**src/rtl/seq_divider.sv**
```systemverilog
// Multi-cycle signed restoring divider: start/busy/done handshake, {remainder, quotient} result.
// Optional macro SEQ_DIV_DZ_EN adds a div_zero output and an early exit on a zero divisor.
module seq_divider #(
    parameter int DATA_WIDTH = 32
) (
    input  logic                      clk,
    input  logic                      reset,
    input  logic                      start,
    input  logic [DATA_WIDTH-1:0]     dividend,
    input  logic [DATA_WIDTH-1:0]     divisor,
    output logic [2*DATA_WIDTH-1:0]   result,
    output logic                      busy,
    output logic                      done
`ifdef SEQ_DIV_DZ_EN
    ,
    output logic                      div_zero
`endif
);

    localparam int N     = DATA_WIDTH;
    localparam int CNT_W = (N > 1) ? $clog2(N) : 1;
    localparam logic [CNT_W-1:0] CNT_LAST = CNT_W'(N - 1);
    localparam logic [N-1:0]     ONE_N    = {{(N-1){1'b0}}, 1'b1};

    typedef enum logic [1:0] {
        S_IDLE = 2'd0,
        S_PREP = 2'd1,
        S_ITER = 2'd2,
        S_FIX  = 2'd3
    } state_t;

    state_t           state_r;
    state_t           state_s;
    logic [N-1:0]     dvd_r;
    logic [N-1:0]     dvs_r;
    logic             dvd_neg_r;
    logic             dvs_neg_r;
    logic [N:0]       dvs_mag_r;
    logic [N:0]       rem_r;
    logic [N-1:0]     quo_r;
    logic [CNT_W-1:0] cnt_r;

    logic [N+1:0]     rem_sh_s;
    logic [N+1:0]     trial_s;
    logic [N-1:0]     q_fix_s;
    logic [N-1:0]     r_fix_s;
    logic             dvs_zero_s;

    // Unsigned magnitude; the most-negative value maps to 2^(N-1), exact in N unsigned bits.
    function automatic logic [N-1:0] mag(input logic [N-1:0] v);
        if (v[N-1]) begin
            mag = ~v + ONE_N;
        end else begin
            mag = v;
        end
    endfunction

    assign dvs_zero_s = (dvs_r == {N{1'b0}});

    // Shift/trial-subtract datapath and sign fix-up of the final {R,Q}.
    always_comb begin
        rem_sh_s = {rem_r, quo_r[N-1]};
        trial_s  = rem_sh_s - {1'b0, dvs_mag_r};
        if (dvd_neg_r ^ dvs_neg_r) begin
            q_fix_s = ~quo_r + ONE_N;
        end else begin
            q_fix_s = quo_r;
        end
        if (dvd_neg_r) begin
            r_fix_s = ~rem_r[N-1:0] + ONE_N;
        end else begin
            r_fix_s = rem_r[N-1:0];
        end
    end

    // State register.
    always_ff @(posedge clk or negedge reset) begin
        if (!reset) begin
            state_r <= S_IDLE;
        end else begin
            state_r <= state_s;
        end
    end

    // Next-state logic.
    always_comb begin
        state_s = state_r;
        case (state_r)
            S_IDLE: begin
                if (start) begin
                    state_s = S_PREP;
                end else begin
                    state_s = S_IDLE;
                end
            end
            S_PREP: begin
`ifdef SEQ_DIV_DZ_EN
                if (dvs_zero_s) begin
                    state_s = S_FIX;
                end else begin
                    state_s = S_ITER;
                end
`else
                state_s = S_ITER;
`endif
            end
            S_ITER: begin
                if (cnt_r == CNT_LAST) begin
                    state_s = S_FIX;
                end else begin
                    state_s = S_ITER;
                end
            end
            S_FIX:   state_s = S_IDLE;
            default: state_s = S_IDLE;
        endcase
    end

    // Operand capture, iteration registers and registered handshake outputs.
    always_ff @(posedge clk or negedge reset) begin
        if (!reset) begin
            dvd_r     <= {N{1'b0}};
            dvs_r     <= {N{1'b0}};
            dvd_neg_r <= 1'b0;
            dvs_neg_r <= 1'b0;
            dvs_mag_r <= {(N+1){1'b0}};
            rem_r     <= {(N+1){1'b0}};
            quo_r     <= {N{1'b0}};
            cnt_r     <= {CNT_W{1'b0}};
            result    <= {(2*N){1'b0}};
            busy      <= 1'b0;
            done      <= 1'b0;
`ifdef SEQ_DIV_DZ_EN
            div_zero  <= 1'b0;
`endif
        end else begin
            done <= 1'b0;
            case (state_r)
                S_IDLE: begin
                    if (start) begin
                        dvd_r     <= dividend;
                        dvs_r     <= divisor;
                        dvd_neg_r <= dividend[N-1];
                        dvs_neg_r <= divisor[N-1];
                        busy      <= 1'b1;
`ifdef SEQ_DIV_DZ_EN
                        div_zero  <= 1'b0;
`endif
                    end
                end
                S_PREP: begin
                    quo_r     <= mag(dvd_r);
                    dvs_mag_r <= {1'b0, mag(dvs_r)};
                    rem_r     <= {(N+1){1'b0}};
                    cnt_r     <= {CNT_W{1'b0}};
                end
                S_ITER: begin
                    // A clear sign bit on the trial means the divisor fit: keep it and set the quotient bit.
                    if (!trial_s[N+1]) begin
                        rem_r <= trial_s[N:0];
                        quo_r <= {quo_r[N-2:0], 1'b1};
                    end else begin
                        rem_r <= rem_sh_s[N:0];
                        quo_r <= {quo_r[N-2:0], 1'b0};
                    end
                    cnt_r <= cnt_r + {{(CNT_W-1){1'b0}}, 1'b1};
                end
                S_FIX: begin
                    if (dvs_zero_s) begin
                        result <= {dvd_r, {N{1'b1}}};
                    end else begin
                        result <= {r_fix_s, q_fix_s};
                    end
                    done <= 1'b1;
                    busy <= 1'b0;
`ifdef SEQ_DIV_DZ_EN
                    div_zero <= dvs_zero_s;
`endif
                end
                default: begin
                    busy <= 1'b0;
                end
            endcase
        end
    end

endmodule

```
**config.mk**
```make
export PLATFORM = sky130hd
export DESIGN_NAME = seq_divider
export DESIGN_NICKNAME = d
export VERILOG_FILES = /design/src/rtl/seq_divider.sv
export SDC_FILE = /design/constraint.sdc
export NUM_CORES = 1
export LEC_CHECK = 0
export ABC_AREA = 1
export BUFFER_PORTS_ARGS = -buffer_cell sky130_fd_sc_hd__buf_2
export CAP_MARGIN = 5
export CELL_PAD_IN_SITES_DETAIL_PLACEMENT = 1
export CELL_PAD_IN_SITES_GLOBAL_PLACEMENT = 1
export CORE_MARGIN = 10
export CORE_UTILIZATION = 41
export CTS_BUF_LIST = sky130_fd_sc_hd__clkbuf_4 sky130_fd_sc_hd__clkbuf_8
export CTS_CLUSTER_SIZE = 20
export DETAILED_ROUTE_END_ITERATION = 6
export PLACE_DENSITY_LB_ADDON = 0.1
export SLEW_MARGIN = 20
export SYNTH_ARGS = -nofsm -noshare
export SYNTH_HDL_FRONTEND = slang
export SYNTH_SLANG_ARGS = --single-unit
```
**constraint.sdc**
```tcl
create_clock -name clk -period 1.9 [get_ports clk]
set_input_delay 0.095 -clock clk [delete_from_list [all_inputs] [get_ports clk]]
set_output_delay 0.095 -clock clk [all_outputs]
set_load 0.05 [all_outputs]
```
# [After elaboration in Yosys (flattened, before gate mapping)]
# Index checks and enable logic that the tools add are counted.
[totals] output_inout_bits=66 word_cells=50 ff_bits=236 in_bits=67
[op_classes] n_reduce_logical=6 add_sub_neg=6 muxes=16 bitwise_logic=5 n_eq_ne=5
[ops] cell="32-bit by 1-bit adder with 32-bit output, second input constant" count=4
[ops] cell="32-bit two-way mux" count=4
[ops] cell="32-bit inverter" count=4
[ops] cell="33-bit one-hot mux with 2 select lines" count=1
[ops] cell="64-bit two-way mux" count=1
[ops] cell="32-bit one-hot mux with 2 select lines" count=1
[ops] cell="34-bit by 32-bit subtractor with 34-bit output" count=1
[ops] cell="33-bit two-way mux" count=1
[ops] cell="32-bit logical NOT" count=1
[ops] cell="5-bit one-hot mux with 2 select lines" count=1
[ops] cell="2-bit one-hot mux with 4 select lines" count=1
[ops] cell="5-bit by 1-bit adder with 5-bit output, second input constant" count=1
[ops] cell="5-bit == test, second input constant" count=1
[ops] cell="1-bit two-way mux" count=5
[ops] cell="2-bit == test, second input constant" count=2
[ops] cell="2-bit AND reduction" count=2
[ops] cell="2-bit nonzero test" count=2
[ops] cell="2-bit by 1-bit == test with 1-bit output, second input constant" count=1
[ops] cell="2-bit logical NOT" count=1
[ops] cell="2-bit inequality test, second input constant" count=1
[ops] cell="1-bit one-hot mux with 2 select lines" count=1
[ops] cell="1-bit XOR" count=1

# [Longest topological paths before layout]
[depth] word_depth=4 ltp_mapped=18 depth_no_buf=17

# [Worst setup path after synthesis]
# Ideal clock, no wire load.
[synth_path] path_type="reg2reg" startpoint="reg quo_r[31]" endpoint="reg rem_r[24]" setup_time_ns=0.117 t_required_ns=1.783 slack_ns=-0.115 stages_incl_launch_ff=17 synth_period_minus_slack_ns=2.015 t_arrival_ns=1.897 n_path_buf=0 path_cell_list="dfrtp_1 inv_1 ha_1 inv_1 fa_1 nand2_1 nand2_1 nand3_1 nand2_1 nand2_1 nand2_1 nand2_1 nand3b_1 nand2_1 nand3_1 nand3_1 nand2_1"
[synth_between] elab_chain_len=3
[synth_rtl] element="start: declaration" line="40" source="logic [N-1:0] quo_r;"
[synth_rtl] element="start signal: assignment" line="128" source="quo_r <= {N{1'b0}};"
[synth_rtl] element="start signal: assignment" line="152" source="quo_r <= mag(dvd_r);"
[synth_rtl] element="start signal: assignment" line="161" source="quo_r <= {quo_r[N-2:0], 1'b1};"
[synth_rtl] element="34-bit by 32-bit subtractor with 34-bit output" line="63" source="trial_s = rem_sh_s - {1'b0, dvs_mag_r};"
[synth_rtl] element="33-bit two-way mux" line="159" source="if (!trial_s[N+1]) begin"
[synth_rtl] element="33-bit one-hot mux with 2 select lines" line="138" source="case (state_r)"
[synth_rtl] element="end signal: assignment" line="154" source="rem_r <= {(N+1){1'b0}};"
[synth_rtl] element="end signal: assignment" line="160" source="rem_r <= trial_s[N:0];"
[synth_rtl] element="end signal: assignment" line="163" source="rem_r <= rem_sh_s[N:0];"
[synth_rtl] element="end: declaration" line="39" source="logic [N:0] rem_r;"
# Every way passes these cells.
# A chain may end at the register's enable or synchronous reset.

# [Worst setup path in the final report]
[layout_path] startpoint="reg rem_r[3]" endpoint="reg rem_r[18]"
[layout_between] elab_chain_len=3
[layout_rtl] element="start signal: assignment" line="127" source="rem_r <= {(N+1){1'b0}};"
[layout_rtl] element="start signal: assignment" line="154"
[layout_rtl] element="start signal: assignment" line="160"
[layout_rtl] element="34-bit by 32-bit subtractor with 34-bit output" line="63"
[layout_rtl] element="33-bit two-way mux" line="159"
[layout_rtl] element="33-bit one-hot mux with 2 select lines" line="138"
# Every way passes these cells.

==> key figures <==
Status
  • Outcome: finished, violations left
  • Failing checks: setup timing

Critical path
  • Crit Reg-Reg Endpoint: rem_r[18]$_DFFE_PN0P_
  • CP Launch Type: flip-flop
  • Origin of the worst setup path: rem_r[3]$_DFFE_PN0P_
  • Reg-to-reg setup timing slack: -690 ps
  • Crit path max fanout: 3
  • CP arrival: 3110 ps
  • CP endpoint kind: flip-flop
  • Critical Path Sink: rem_r[18]$_DFFE_PN0P_
  • Reg2reg start: rem_r[3]$_DFFE_PN0P_
  • WP data required: 2420 ps
  • Critical path class: flip-flop to flip-flop
  • Worst r2r path cells: 12

Floorplan
  • I/O Pins: 133
  • Width of the chip: 216.6 um
  • Rows: 71
  • Initial core utilization: 41.78%
  • Die area: 46920 um^2
  • CORE AREA: 37930 um^2
  • Die Y-Extent: 216.6 um

Synthesis
  • Number of flops mapped to enable cells by yosys: 0
  • Mean area per synthesized cell: 6.906 um^2
  • Post-Syn Instances: 2295
  • Biggest area consumer among synthesized cells: dfrtp_1
  • Synth cell types: 48
  • Seq/Total Area, Yosys: 36.95%
  • Syn nets: 2405
  • Main combinational cell family by area after synthesis: simple AND/OR/NAND/NOR gates
  • Most instantiated cells after synthesis: 694 x nand2_1, 299 x inv_1, 234 x dfrtp_1
  • Multiplexer area fraction after synthesis: 0%
  • Post-Syn Area: 15850 um^2
  • Synth Area in XOR/XNOR: 4.753%
  • Area share of fa/ha/maj cells after synthesis: 3.442%
  • Main area contributors after synthesis: dfrtp_1 37%, nand2_1 16%, nand3_1 7.2%
  • Yosys reg bits: 234
  • Synth top area share: 36.95%
  • Synth Area in Compound Gates: 11.44%
  • Top-count cell post-synth: nand2_1
  • Ys async rst share: 100.0%
  • YS warnings: 0
  • Synth Area in Simple Gates: 33.28%
  • Top_reg_cell synth: dfrtp_1

Power and ir drop
  • PD cells: 2253 nW/um^2
  • Lkg Pwr: 12.30 nW
  • Peak VDD IR: 1.029 mV
  • Sw frac: 55.66%
  • Flop pwr share: 17.3%
  • Combinational share of power: 72.4%
  • P_int: 0.02503 W
  • Clk pwr share: 10.3%
  • NetSw: 0.03142 W

Placed design
  • Post-placement cell count: 3182
  • Placer congestion estimate: 0.9948
  • Placed inst area: 19520 um^2
  • Port Buffers: 132
  • DP Worst Slack: -467.4 ps
  • Hpwl dp: 49.63 mm

Timing
  • Final Hold Vio Count: 0
  • RSZ-0062 raised after global routing: true
  • Fin. max-slew vios: 0
  • TNS Setup: -42040 ps
  • Worst slew pin tran: 835.5 ps
  • Relative slew margins: 43.71%
  • Final min period: 2588 ps
  • Clk_skew: 39.35 ps
  • Setup slack after layout: -687.8 ps
  • Final period util: 136.2%
  • FMAX: 386.4 MHz
  • Final-report setup violation count: 138

Final layout
  • Area Growth Syn to Fin: 58.12%
  • Util after Layout: 66.07%
  • Filler instances: 4509
  • Final non-filler cell total: 3423
  • Final nets: 2992
  • Design area: 25060 um^2
  • Layout cells sized above 1: 41.60%

Detailed routing
  • Total wire length: 96.25 mm
  • Vias after detailed routing: 20872
  • Detailed Routing Iterations Pass 1: 6
  • First-iteration detailed-routing DRC count: 2314
  • Antenna Nets Post-Route: 0
  • Wire per inst: 28.12 um
  • Vias per inst: 6.098
  • Remaining DRCs: 0

Clock network
  • CTS root buffer: clkbuf_8
  • H-tree levels: 2
  • Max clock buf depth: 3
  • Clock Latency Late Sink: 670 ps
  • CTS Buf Count: 44
  • CTS tree: yes
  • CTS Sinks: 234
  • Worst-path clk slew: 70 ps

Global route
  • Global Route Usage Sum: 30.85%
  • Pin count of the biggest net entering global routing: 74
  • Initial antenna violation count: 3
  • Remaining Overflow, GRT: 0
  • Vias in the first global route: 20063
  • First-pass GRT wire length: 114.9 mm

Worst hold path
  • Hold WC Path Type: primary input to asynchronous set/reset pin

Job
  • Max-cap violations: 0
## state kept, by name, indices dropped and copies added, names as in the netlist, 2 cells and up
register / flops
dvs_mag_r: 32
dvs_r: 32
rem_r: 33
dvd_r: 32
quo_r: 32
result: 64
state_r: 2
cnt_r: 5
## cell families (layout without fill, tap and decap cells)
kind of cell | count (synthesis) | in the layout
buf+inv | 399 | 1015
simple gates | 1223 | 1223
compound gates | 310 | 310
fa+ha+maj | 43 | 43
xor+xnor | 86 | 86
flops | 234 | 234
other cells | 0 | 1
## critical path: stages, from the launching register on
cell and delay [ps]:
dfrtp_1 480, ha_4 350, buf_4 140, nand2_2 90, nor2_1 470, buf_4 210, nand4_1 130, nand3_1 100
nand2_1 60, nand2_2 110, nand3_1 130, nand3_2 90, nand2_1 100
## final cells by class
type	count	area, um^2	share of cell area [%]
diodes	1	2.502	0.009986
clock inverters	3	43.79	0.1747
repair inverters	6	73.82	0.2946
clock buffers	72	928.4	3.705
inverters	317	1272	5.078
repair buffers	617	5062	20.20
multi-input cells	1662	11160	44.53
flip-flops and latches	234	5878	23.46
well taps	511	639.4	2.551
## worst min-delay path by stage
stage / start / end / slack, ps
after global routing: reset / dvs_mag_r[8]$_DFFE_PN0N_ / 140
after CTS: reset / rem_r[16]$_DFFE_PN0P_ / 110
after floorplan: reset / busy$_DFFE_PN0P_ / -200
final: reset / dvs_mag_r[8]$_DFFE_PN0N_ / 110
after detailed placement: reset / rem_r[5]$_DFFE_PN0P_ / 30
after global placement: reset / rem_r[5]$_DFFE_PN0P_ / 20
## per-layer routing
layer / GRT usage [%] / part of all wire [%] / wire, um
met1: 40.12 / 37 / 35630
met2: 51.32 / 47 / 45040
met3: 4.304 / 9.5 / 9115
met4: 11.02 / 6.7 / 6447
met5: 0 / 0.015 / 14
## repair_timing
item | CTS | global route
setup buffers | 48 | 51
hold buffers | 67 | 0
setup endpoints to repair | 118 | 141
gates resized for setup | 370 | 393
hold endpoints to repair | 300 | 0
gates cloned | 9 | 6
pin swaps | 126 | 164
## per-stage QoR
stage | hold WS [ps] | power, W
after global routing | 136.2 | 0.05839
after floorplan | -200.6 | 0.02596
after CTS | 106.3 | 0.04728
final | 111.5 | 0.05646
after detailed placement | 26.67 | 0.03773
after global placement | 23.80 | 0.03672
## power groups by stage
stage	Clock, W	Combinational (W)	Sequential, W
4_1_cts	0.00568	0.0324	0.00917
2_1_floorplan	0	0.0149	0.0111
6_report	0.00584	0.0409	0.00974
5_1_grt	0.00602	0.0425	0.00984
3_5_place_dp	0	0.0287	0.00907
3_3_place_gp	0	0.0278	0.00895
## cells in the final DEF (no fill, tap or decap), drive strengths merged, types with 15 or more instances in the layout
cell | Yosys | routed
a21oi | 80 | 80
buf | 34 | 549
clkbuf | 48 | 74
dfrtp | 234 | 234
dlygate4sd3 | 0 | 66
ha | 42 | 42
inv | 317 | 320
nand2 | 704 | 704
nand3 | 232 | 232
nand4 | 27 | 27
nor2 | 194 | 194
nor3 | 30 | 30
o21ai | 164 | 164
o221ai | 15 | 15
xor2 | 73 | 73
Note: power is estimated with default switching activity, not from simulation.
